===== src/rtl/voice_sum_mixer.sv =====
// Sums NVOICES time-multiplexed voice samples per frame, applies a right-shift gain
// and saturates the frame to DW bits, with clip and sync-error statistics.
module voice_sum_mixer #(
  parameter int NVOICES = 10,
  parameter int DW      = 24,
  parameter int SHIFT_W = 3,
  parameter int STAT_W  = 16
) (
  input  logic                 clk,
  input  logic                 reset,
  input  logic                 clk_en,
  input  logic [DW-1:0]        i_data,
  input  logic                 i_sync,
  input  logic [SHIFT_W-1:0]   i_shift,
  input  logic                 i_clr_stats,
  output logic [DW-1:0]        o_mixed,
  output logic                 o_rdy,
  output logic                 o_clip,
  output logic                 o_sync_err,
  output logic [STAT_W-1:0]    o_clip_count
);

  localparam int AW = DW + $clog2(NVOICES) + 1;
  localparam int CW = (NVOICES > 1) ? $clog2(NVOICES) : 1;
  localparam logic [CW-1:0] LAST = CW'(NVOICES - 1);
  localparam bit MULTI = (NVOICES > 1);
  localparam logic signed [AW-1:0] MAXV = AW'((64'sd1 <<< (DW - 1)) - 64'sd1);
  localparam logic signed [AW-1:0] MINV = ~MAXV;

  logic [CW-1:0]          cnt;
  logic signed [AW-1:0]   acc;
  logic signed [AW-1:0]   ext;
  logic signed [AW-1:0]   sum;
  logic signed [AW-1:0]   scaled;
  logic                   realign;
  logic                   close;
  logic [DW-1:0]          mixed_next;
  logic                   clip_next;

  // A single-voice frame has nothing to realign, so sync then just closes the frame.
  assign realign = clk_en & i_sync & MULTI;
  assign close   = clk_en & ~realign & (cnt == LAST);
  assign ext     = {{(AW - DW){i_data[DW-1]}}, i_data};
  assign sum     = acc + ext;
  assign scaled  = sum >>> i_shift;

  always_comb begin
    mixed_next = scaled[DW-1:0];
    clip_next  = 1'b0;
    if (scaled > MAXV) begin
      mixed_next = MAXV[DW-1:0];
      clip_next  = 1'b1;
    end else if (scaled < MINV) begin
      mixed_next = MINV[DW-1:0];
      clip_next  = 1'b1;
    end
  end

  always_ff @(posedge clk or posedge reset) begin
    if (reset) begin
      cnt        <= '0;
      acc        <= '0;
      o_mixed    <= '0;
      o_rdy      <= 1'b0;
      o_clip     <= 1'b0;
      o_sync_err <= 1'b0;
    end else begin
      o_rdy      <= close;
      o_sync_err <= realign & (cnt != '0);
      if (clk_en) begin
        if (realign) begin
          acc <= ext;
          cnt <= CW'(1);
        end else if (close) begin
          acc     <= '0;
          cnt     <= '0;
          o_mixed <= mixed_next;
          o_clip  <= clip_next;
        end else begin
          acc <= sum;
          cnt <= cnt + CW'(1);
        end
      end
    end
  end

  // Clear takes priority over a coincident clipping frame.
  always_ff @(posedge clk or posedge reset) begin
    if (reset)
      o_clip_count <= '0;
    else if (i_clr_stats)
      o_clip_count <= '0;
    else if (close && clip_next && !(&o_clip_count))
      o_clip_count <= o_clip_count + STAT_W'(1);
  end

endmodule


===== config.mk =====
export PLATFORM = sky130hd
export DESIGN_NAME = voice_sum_mixer
export DESIGN_NICKNAME = d
export VERILOG_FILES = /design/src/rtl/voice_sum_mixer.sv
export SDC_FILE = /design/constraint.sdc
export NUM_CORES = 1
export LEC_CHECK = 0
export CORE_ASPECT_RATIO = 1.2
export CORE_UTILIZATION = 40
export DETAILED_ROUTE_END_ITERATION = 10
export DONT_BUFFER_PORTS = 1
export GPL_TIMING_DRIVEN = 0
export REMOVE_ABC_BUFFERS = 1
export SETUP_SLACK_MARGIN = 0.05
export SYNTH_ARGS = -nofsm -noshare
export SYNTH_HDL_FRONTEND = slang
export SYNTH_SLANG_ARGS = --single-unit
export TNS_END_PERCENT = 20

===== constraint.sdc =====
create_clock -name clk -period 6.55 [get_ports clk]
set_input_delay 1.31 -clock clk [delete_from_list [all_inputs] [get_ports clk]]
set_output_delay 1.31 -clock clk [all_outputs]
set_load 0.02 [all_outputs]

==> impl_metrics.toml, run 1 <==
[clocking]
numCtsBuffers = 9
cts_sinks = 76
cts_resized = 0
htree_levels = 3
clk_latency_ns = 0.35
cts-root-buf = "clkbuf_16"
cts_hold_buf = 0
clk_pin_slew_worst_paths_ns = 0.06
post_cts_buffers = 0
tritoncts = "built"
cts_buffer_depth = 2

[logic_synthesis]
syn_inst = 826
synth.most_common_cell = "o21ai_0"
ys_seq_area_share_pct = 28.2
synth.area.top_cells = "dfrtp_1 28%, o21ai_0 6.2%, ha_1 5.9%, nand2_1 4.6%, a21oi_1 4.3%"
synth_area_um2 = 6740
yosysUniqueCellTypes = 85
yosysWarnings = 0
synthArstFlopShare_pct = 100
synth-main-ff-cell = "dfrtp_1"
yosysTopAreaCell = "dfrtp_1"
ys_seq_elements = 76
netlist.area_leader.share_pct = 28.2
synth_commonest_cells = "84 x o21ai_0, 82 x nand2_1, 76 x dfrtp_1"
avgSynthCellArea_um2 = 8.16
synth_edf_count = 0

[job]
cap_violations = 0

[finish]
fin_nets = 848
antenna-diode-count = 0
final_cell_area_um2 = 7050
area_growth_pct = 4.66
drive_gt1_share_pct = 8.38

[sta]
fmax_mhz = 186
hold_viol = 0
fin_worst_skew_ns = 0.00804
final.setup.tns_ns = 0
grt_setup_unrepaired = "no"
tightestPinTransition_ns = 1.34
setup_viol = 0
period_share_pct = 81.9
drv_slew = 0
relSlewSlack_pct = 10.5
min_period_ns = 5.36

[floorplanning]
ios = 75
dieArea_um2 = 17400
start_util_pct = 41.2
die_y_um = 144
rows = 51
die_x_um = 120
core_um2 = 16300

[setup_path]
start_kind = "primary input"
crit_fanout = 23
crit_chain = "ha_1, inv_1, fa_1, and2b_1, o2111ai_1, a211oi_1, nor2_1, a311o_1, or3_1, o211a_1, a221oi_2, and3b_1, nor3_2, mux2_4"
cpMaxStageDelayCell = "and3b_1"
critPathKind = "in2reg"
crit_arrival_ns = 5.60
cpPeakStageDelay_ns = 0.84
end_kind = "register"
worstPathRequired_ns = 6.78

[drt]
drc = 0
dr.pass1.iters = 5
via_per_inst = 5.86
drt_wl_total_um = 17700
routedWlPerCell_um = 17.7
drt_iter0_markers = 451
ant_nets = 0
vias = 5857

[global_routing]
overflow = 0
antenna_found_initial = 0
grt_max_degree = 68
grt_util_all_layers_pct = 20.7
grtUsageMet1_pct = 26.1
grt_pass1_wl_um = 28400
grtUsageMet3_pct = 5.68
use_met2_pct = 33.5
grt_pass1_vias = 5479
busiest_layer = "met2"

[power_and_ir_drop]
leakage_nw = 2.98
power_density_nw_per_um2 = 297
irDropWorstVdd_mv = 0.132

[place]
port_buffers = 0
dpl-instance-area_um2 = 6790
place_congestion = 0.844
hpwlAfterDp_um = 12900

[run_status]
status = "finished clean"

[worst_hold_path]
hp-class = "reg2reg"
power by group:
group          internal (W)  switching [W]
clock network      0.000256       0.000205
registers          0.000527      0.0000658
logic              0.000398       0.000645
sequential cells by signal, indices dropped and copies added, names as in the netlist:
register	count
o_clip	1
o_rdy	1
o_sync_err	1
o_clip_count	16
cnt	4
acc	29
o_mixed	24
layout make-up:
type / count / area [um2]
multi-input combinational: 662 / 4430
fill: 1704 / 9280
timing repair buffer: 3 / 70.1
clock buffer: 12 / 236
sequential: 76 / 1900
tap: 212 / 265
inverter: 31 / 119
clock inverter: 4 / 26.3
routing by layer:
| metal | share of wire [%] | up-vias |
|---|---|---|
| met5 | 0 | - |
| met4 | 1.9 | 0 |
| met2 | 46 | 109 |
| li1 | - | 2960 |
| met3 | 6.2 | 19 |
| met1 | 46 | 2769 |
per-stage QoR:
stage	total power, W	std cells	util [%]	hold slack, ns	setup WS [ns]
after detailed placement	0.00163	984	41.6	0.500	0.908
final	0.00210	1000	43.2	0.510	1.19
after global routing	0.00225	1000	43.2	0.536	0.905
after floorplan	0.00138	769	-	0.470	1.55
after global placement	0.00161	981	41.1	0.491	0.888
after CTS	0.00210	1000	43.2	0.513	1.23
worst paths after layout:
| kind | cells past startpoint | to | slack [ns] | startpoint |
|---|---|---|---|---|
| setup reg to reg | 14 | o_clip_count[15] | 1.79 | acc[0] |
| hold / removal | 2 | acc[14] | 0.51 | acc[14] |
| max in group asynchronous | 2 | cnt[1] | 5.23 | reset |
| setup / recovery | 14 | o_clip_count[15] | 1.19 | i_data[0] |
| min in group asynchronous | 1 | acc[2] | 0.74 | reset |
| hold reg to reg | 2 | acc[14] | 0.51 | acc[14] |
critical path, delay by kind of cell:
family | cells | cell delay, ns
simple gates | 5 | 1.91
compound gates | 5 | 1.37
fa+ha+maj | 2 | 0.59
mux | 1 | 0.33
buf+inv | 1 | 0.07
layout by cell type (no fill, tap or decap), types with 7 or more instances in the layout:
master     instances
nor3_1            15
a21oi_1           57
a211oi_1          12
mux2i_1           25
o22a_1            14
o211ai_1           9
o21a_1             7
ha_1              32
clkbuf_16          9
or3_1             13
o21ai_0           84
mux2_4             8
nand2_1           82
and2_1             9
xnor2_1           10
dfrtp_1           76
o31ai_1           14
nor2b_1           12
nand2b_1           8
xor2_1            11
inv_1             29
o221ai_1          10
nand3_1           19
and3_1            17
a21o_1            10
nand4_1           11
nor2_1            72
cell families (layout without fill, tap and decap cells):
| kind of cell | count (synthesis) | after routing | synth area share [%] |
|---|---|---|---|
| XOR/XNOR | 21 | 21 | 2.73 |
| buffers and inverters | 88 | 50 | 6.07 |
| AO/OA/AOI/OAI | 273 | 273 | 26.8 |
| adder cells (fa/ha/maj) | 33 | 33 | 6.24 |
| AND/OR/NAND/NOR | 293 | 293 | 22.4 |
| multiplexers | 42 | 42 | 7.50 |
| flip-flops | 76 | 76 | 28.2 |
No activity file was read; power rests on OpenSTA's default activity.
==> run 2: changes to the inputs <==
clock period = 4.4 ns   (was 6.55 ns; I/O delays follow)
==> impl_metrics.toml, run 2 (same netlist as run 1, synthesis figures left out) <==
[finish]
antenna-diode-count = 0
mostFrequentLayoutCells = "84 x o21ai_0, 82 x nand2_1, 76 x dfrtp_1"
top_register = "acc"
fill_cells = 1704
seqCellArea_um2 = 1900
stdcell_count = 1003
layout_commonest_cell = "o21ai_0"
multi_input_area_um2 = 4520
area_growth_pct = 6.02
fin_nets = 851
largest_reg_flops = 29
drive_gt1_share_pct = 9.73
final_util_pct = 43.7
final_cell_area_um2 = 7140
largestRegisters = "acc (29), o_mixed (24), o_clip_count (16)"

[drt]
drt_iter0_markers = 416
dr_wl_met3_um = 1170
routedWlPerCell_um = 18.1
drc = 0
ant_nets = 0
met1Wirelength_um = 8200
drt_wl_total_um = 18100
via_per_inst = 5.87
wl_met2_um = 8420
highest_layer = "met4"
vias = 5892
dr.pass1.iters = 5

[global_routing]
grt_pass1_vias = 5532
grt_pass1_wl_um = 28800
grt_util_all_layers_pct = 21.0
grt_max_degree = 68
antenna_found_initial = 0
overflow = 0

[setup_path]
critPathKind = "in2reg"
crit_arrival_ns = 4.39
cpMaxStageDelayCell = "or3_4"
crit_fanout = 7
cpPeakStageDelay_ns = 0.42
worstPathRequired_ns = 4.63
crit_chain = "ha_1, inv_1, fa_1, and2b_1, o2111ai_2, a211oi_2, nor2_2, a311o_1, or3_4, o211a_1, a221oi_4, and3b_4, nor3_2, mux2_4"
start_kind = "primary input"
rr_startpoint = "acc[0]"
critPathLaunch = "i_data[0]"
end_kind = "register"

[place]
port_buffers = 0
hpwlAfterDp_um = 12900
dpl-instance-area_um2 = 6790
place_congestion = 0.844
place_inst = 984

[power_and_ir_drop]
irDropWorstVdd_mv = 0.201
leakage_nw = 3.00
power_density_nw_per_um2 = 447
p_total_w = 0.00319

[floorplanning]
die_y_um = 144
dieArea_um2 = 17400
die_x_um = 120
rows = 51
core_um2 = 16300
ios = 75
start_util_pct = 41.2

[sta]
drv_slew = 0
setup_viol = 0
hold_viol = 0
period_share_pct = 94.5
tightestPinTransition_ns = 1.36
min_period_ns = 4.16
fin_worst_skew_ns = 0.00762
relSlewSlack_pct = 9.08
fmax_mhz = 241
grt_setup_unrepaired = "yes"

[worst_hold_path]
hp-class = "in2async"

[clocking]
htree_levels = 3
clk_pin_slew_worst_paths_ns = 0.06
cts_sinks = 76
clk_latency_ns = 0.35
tritoncts = "built"
cts_buffer_depth = 2
cts-root-buf = "clkbuf_16"
numCtsBuffers = 9

[job]
cap_violations = 0

[run_status]
status = "finished clean"
run 2: changes by cell type in the layout (fill, tap and decap cells not counted), sizes merged:
| cell | change |
|---|---|
| buf | +1 |
| and3b | +2 |
run 2: stage by stage:
step	hold WS, ns	TNS, ns	worst slack [ns]
2_1_floorplan	0.470	-1.38	-0.173
3_3_place_gp	0.491	-27.21	-0.832
3_5_place_dp	0.500	-16.71	-0.812
4_1_cts	0.311	0	0.0894
5_1_grt	0.317	0	0.0506
6_report	0.304	0	0.242
run 2: worst max-delay path: cells and delay by family:
family | cells | cell delay, ns
compound gates | 5 | 1.31
fa+ha+maj | 2 | 0.59
buf+inv | 1 | 0.07
mux | 1 | 0.29
simple gates | 5 | 1.24
run 2: final cells by class:
| cell class | instances | share of cell area (%) |
|---|---|---|
| Inverter | 31 | 1.66 |
| Timing Repair Buffer | 4 | 1.09 |
| Multi-Input combinational cell | 664 | 63.2 |
| Tap cell | 212 | 3.71 |
| Sequential cell | 76 | 26.6 |
| Clock buffer | 12 | 3.31 |
| Clock inverter | 4 | 0.368 |
run 2: metal layers:
layer,GRT usage (%),vias up
li1,-,2967
met1,26.9,2774
met2,33.9,130
met3,5.68,21
met4,7.93,0
met5,0,-
run 2: final timing paths:
path	end	slack, ns	cells after the start
max	o_clip_count[3]	0.24	14
min	acc[2]	0.30	1
max reg2reg	o_clip_count[3]	0.41	14
min reg2reg	acc[14]	0.51	2
max in group asynchronous	cnt[1]	3.52	2
min in group clk	acc[14]	0.51	2
run 2: power breakdown:
part | internal (W) | total (W) | switching (W)
Combinational | 0.000625 | 0.00162 | 0.000997
Sequential | 0.000785 | 0.000883 | 0.0000986
Clock | 0.000381 | 0.000687 | 0.000306
Total | 0.00179 | 0.00319 | 0.00140
run 2: what timing repair did:
action                     CTS  global route
hold buffers                 0             0
buffers inserted             1             0
resized for setup            8             7
gates cloned                 2             0
setup endpoints to repair   21            40
pin swaps                    2             1
